## src/rtl/dmux_pkg.sv

```systemverilog
// Shared types and helpers for the registered 1-to-4 demultiplexer.
// Provides lane count, select width, select type and one-hot decode.
package dmux_pkg;

  localparam int NUM_OUT = 4;
  localparam int SEL_W   = 2;

  typedef logic [SEL_W-1:0] dmux_sel_t;

  function automatic logic [NUM_OUT-1:0] onehot4(
    input dmux_sel_t s
  );
    logic [NUM_OUT-1:0] oh;
    oh = '0;
    unique case (s)
      2'd0: oh = 4'b0001;
      2'd1: oh = 4'b0010;
      2'd2: oh = 4'b0100;
      2'd3: oh = 4'b1000;
      default: oh = '0;
    endcase
    return oh;
  endfunction

endpackage

```

## src/rtl/dmux_lane.sv

```systemverilog
// One demux output register: loads d when ld=1, else clears (or holds
// when DMUX_HOLD_EN is defined). Ports: clk, rst_n, ld, d -> q.
module dmux_lane #(
  parameter int WIDTH = 1
) (
  input  logic             clk,
  input  logic             rst_n,
  input  logic             ld,
  input  logic [WIDTH-1:0] d,
  output logic [WIDTH-1:0] q
);

  logic [WIDTH-1:0] q_nxt;

  always_comb begin
    q_nxt = d;
    if (!ld) begin
`ifdef DMUX_HOLD_EN
      q_nxt = q;
`else
      q_nxt = '0;
`endif
    end
  end

  always_ff @(posedge clk or negedge rst_n) begin
    if (!rst_n) q <= '0;
    else        q <= q_nxt;
  end

endmodule

```

## src/rtl/dmux_1to4.sv

```systemverilog
// Registered 1-to-4 demux: i -> y[sel] one cycle later, y_valid one-hot.
// Ports: clk, rst_n, sel, i, in_valid -> y0..y3, y_valid. Macro: DMUX_HOLD_EN.
module dmux_1to4
  import dmux_pkg::*;
#(
  parameter int WIDTH = 1
) (
  input  logic             clk,
  input  logic             rst_n,
  input  logic [1:0]       sel,
  input  logic [WIDTH-1:0] i,
  input  logic             in_valid,
  output logic [WIDTH-1:0] y0,
  output logic [WIDTH-1:0] y1,
  output logic [WIDTH-1:0] y2,
  output logic [WIDTH-1:0] y3,
  output logic [3:0]       y_valid
);

  logic [NUM_OUT-1:0] en;

  always_comb begin
    en = '0;
    if (in_valid) en = onehot4(dmux_sel_t'(sel));
  end

  always_ff @(posedge clk or negedge rst_n) begin
    if (!rst_n) y_valid <= '0;
    else        y_valid <= en;
  end

  dmux_lane #(.WIDTH(WIDTH)) u_lane0 (
    .clk(clk), .rst_n(rst_n),
    .ld(en[0]), .d(i), .q(y0)
  );

  dmux_lane #(.WIDTH(WIDTH)) u_lane1 (
    .clk(clk), .rst_n(rst_n),
    .ld(en[1]), .d(i), .q(y1)
  );

  dmux_lane #(.WIDTH(WIDTH)) u_lane2 (
    .clk(clk), .rst_n(rst_n),
    .ld(en[2]), .d(i), .q(y2)
  );

  dmux_lane #(.WIDTH(WIDTH)) u_lane3 (
    .clk(clk), .rst_n(rst_n),
    .ld(en[3]), .d(i), .q(y3)
  );

endmodule

```

## config.mk

```make
export PLATFORM = sky130hd
export DESIGN_NAME = dmux_1to4
export DESIGN_NICKNAME = d
export VERILOG_FILES = /design/src/rtl/dmux_pkg.sv /design/src/rtl/dmux_lane.sv /design/src/rtl/dmux_1to4.sv
export SDC_FILE = /design/constraint.sdc
export NUM_CORES = 1
export LEC_CHECK = 0
export ABC_AREA = 1
export CORE_AREA = 2 2 39 41
export DETAILED_ROUTE_END_ITERATION = 10
export DIE_AREA = 0 0 41 43
export GPL_TIMING_DRIVEN = 0
export SLEW_MARGIN = 20
export SYNTH_ARGS = -nofsm -noshare
export SYNTH_HDL_FRONTEND = slang
export SYNTH_HIERARCHICAL = 1
export SYNTH_SLANG_ARGS = --single-unit
```

## constraint.sdc

```tcl
create_clock -name clk -period 0.8 [get_ports clk]
set_clock_uncertainty 0.1 [all_clocks]
set_input_delay 0.16 -clock clk [delete_from_list [all_inputs] [get_ports clk]]
set_output_delay 0.16 -clock clk [all_outputs]
set_load 0.01 [all_outputs]
```

* After elaboration in Yosys (flattened, before gate mapping)
Index checks and enable logic that the tools add are counted.
** Operators by class
- Eq/ne operators :: 3
- Multiplexer cells :: 6
- Reduce and logical (&&, ||, !) cells :: 1
** Operator list (number)
- 4-bit case mux with 4 select lines :: 1
- 2-bit == test (second input constant) :: 2
- 1-bit 2-to-1 mux :: 4
- 4-bit 2-to-1 mux :: 1
- 2-bit by 1-bit == test with 1-bit output (second input constant) :: 1
- 2-bit zero test :: 1
** Storage, ports and cells
- Bits in registers :: 8
- Bits of input ports :: 6
- Output and inout bits :: 8
- Word-level logic and storage cells :: 15

* Longest topological paths before layout
- Depth after elaboration :: 4
- Depth in mapped cells :: 5
- Mapped depth without buffers :: 5

* Modules after synthesis
Netlist, hierarchy kept.
** By module, submodules not included
- dmux_1to4 :: instances 1, cells each 12, area each 130.1 sq um, sequential area each 100.1 sq um
- dmux_lane :: instances 4, cells each 3, area each 32.5 sq um, sequential area each 25.0 sq um

* Worst setup path before layout
Ideal clock, no wire load.
- Kind :: register -> output
- From :: register u_lane0.q
- To :: output port y0
- Arrival :: 376 ps
- Data required time :: 540 ps
- Slack :: 164 ps
- Cell stages (with the launch flop) :: 1
- Path buffers :: 0
- Cells stage by stage :: dfrtp_1
** RTL lines
- start: declaration :: RTL line dmux_lane.sv:10 : output logic [WIDTH-1:0] q
- start signal: assignment :: RTL line dmux_lane.sv:28 : else q <= q_nxt;
- end: declaration :: RTL line dmux_1to4.sv:13 : output logic [WIDTH-1:0] y0,
No word-level cell between the ends.

* Worst setup path after layout
- From :: register y_valid[1]
- To :: output port y_valid[1]
** RTL lines
- start: declaration :: RTL line dmux_1to4.sv:17 : output logic [3:0] y_valid
- start signal: assignment :: RTL line dmux_1to4.sv:29 : else y_valid <= en;
No word-level cell between the ends.

==> metrics.yaml <==
critical_path:
  worst-setup-path-type: "flop to output pin"
  worst_ep_required_time_ps: 540
  crit_start_category: "flop"
  critical_path.n_buffers_inverters: 1
  critical_path_end_type: "output pin"
  worstPathMaxFanout: 1
  worstPathCellList: "buf_2"
  timing.critical_path.slowest_cell_delay_ps: 360
  critical_path_data_arrival_time_ps: 740
  worst_path_max_delay_cell: "dfrtp_1"
  timing.critical_path.depth: 1
  critical_path.top_delay_family: "flip-flops"
layout:
  final_cell_count_no_fill: 56
  antenna-diode-count: 0
  area_growth_pct: 52.9
  drive_above_1_share: 0.300
  most_frequent_standard_cell_in_the_layout_excluding_fill_and_tap_cells: "dfrtp_1"
  mostFrequentLayoutCells: "8 x dfrtp_1, 7 x buf_2, 6 x nand2_1, 6 x inv_1"
  fin_nets: 48
  layout.core_utilization: 0.288
synthesis:
  syn-instance-count: 24
  synth.yosys.seq_area_share: 0.769
  post_synth_instance_area_sq_um: 260
  syn_nets: 30
  yosys_warnings: 6
  ys_ff_latch: 8
  synth_cell_types: 4
  postSynthAreaPerCell_sq_um: 10.8
grt:
  pin_count_of_the_biggest_net_entering_global_routing: 9
  overflow: 0
  initial_antenna_violation_count: 0
  grt_pass1_vias: 221
  globalRouteTotalUtil: 0.0719
  wire_length_of_the_first_global_routing_pass_um: 793
floorplanning:
  floorplan.initialDensity: 0.188
  floorplan.die_area_sq_um: 1760
  dieHeight_um: 43
  die_w_um: 41
  core_area_sq_um: 1380
  design.portCount: 14
  placementRows: 14
route:
  detail-route-antenna-nets: 0
  drc: 0
  via_count: 199
  first_pass_iteration_count_of_the_detailed_router: 2
  drt_iter0_drc: 1
  avgRoutedWirePerCell_um: 8.29
  totalWireLength_um: 464
  post_drt_via_cell_ratio: 3.55
timing:
  post-route-period-util: 1.25
  post-route-min-period_ps: 1000
  worst_slew_pin_slew_ps: 333
  maxSlewViolCount: 0
  timing.final.hold_violations: 0
  setup-violations-final: 8
  rsz0062_at_grt: "yes"
  finalHoldWorstSlack_ps: 78.0
  timing.fmax_ghz: 0.998
  worst_slack_ps: -202
  slew_hr: 0.777
clock_tree:
  cts-root-to-sink-buffers: 2
  clock_tree_from_tritoncts: "done"
  cts_max_level: 1
  clock_sinks: 8
  clk_transition_reported_paths_ps: 50
  root_buffer: "clkbuf_4"
  numCtsBuffers: 3
  cts-hold-fix-buffers: 0
placement:
  dp_cells: 53
  globalplace.congestion: 0.672
  place.port_buffers: 13
status:
  failed_checks: "negative setup slack"
  run_status: "finished, violations left"
power_and_ir_drop:
  power.density_nw_per_um2: 1980
  p_leak_nw: 0.254
  peakVddDrop_mv: 0.398
  overall_power_w: 0.000786
flow_run:
  drv.max_cap_violation_count: 0
min_path:
  hp-class: "input port to asynchronous set/reset pin"
## report_power, final
part	switching (W)	total (W)	internal (W)
combinational	0.0000361	0.0000680	0.0000319
sequential	0.00000314	0.000421	0.000418
clock	0.000126	0.000297	0.000171
total	0.000166	0.000786	0.000621
## registers in the layout (all words and copies together) (netlist names)
register and cells:
u_lane0/q 1, u_lane1/q 1, u_lane2/q 1, u_lane3/q 1, y_valid 4
## cells in the mapped netlist
cell     count  share of area
nand2_1      6          0.087
dfrtp_1      8           0.77
inv_1        6          0.087
nor2_1       4          0.058
## what timing repair did
item | CTS | global route
endpoints found under the setup margin | 13 | 8
pin swaps | 2 | 0
resized for setup | 36 | 1
buffers inserted | 0 | 0
## cells by family after synthesis
logic type | after synthesis | synth area share
buffers and inverters | 6 | 0.0865
and+or+nand+nor | 10 | 0.144
DFF | 8 | 0.769
## layer usage
metal | vias to the layer above | wire length [um] | track usage
li1 | 99 | - | -
met1 | 91 | 157 | 0.0759
met2 | 9 | 247 | 0.0938
met3 | 0 | 60 | 0.0314
met4 | 0 | 0 | 0.0800
met5 | - | 0 | 0
## per-stage QoR
| step | area, sq um | setup slack, ps | TNS (ps) |
|---|---|---|---|
| finish | 398 | -202 | -1540 |
| global route | 398 | -239 | -1820 |
| CTS | 392 | -217 | -1660 |
| detailed placement | 410 | -356 | -4740 |
| global placement | 410 | -328 | -4460 |
| floorplan | 260 | 164 | 0 |
## area by class of cell
cell class	count	area (sq um)
timing repair buffer	13	92.6
clock buffer	3	22.5
inverter	6	22.5
sequential	8	200
tap	16	20.0
fill	167	986
multi-input combinational	10	40.0
## final timing paths
| kind | slack [ps] | start | end |
|---|---|---|---|
| hold / removal | 80 | rst_n | u_lane3/q$_DFF_PN0_ |
| max in group asynchronous | 280 | rst_n | u_lane0/q$_DFF_PN0_ |
| setup / recovery | -200 | y_valid[1]$_DFF_PN0_ | y_valid[1] |
| min in group clk | 160 | sel[1] | y_valid[0]$_DFF_PN0_ |
Note: power is estimated with default switching activity, not from simulation.
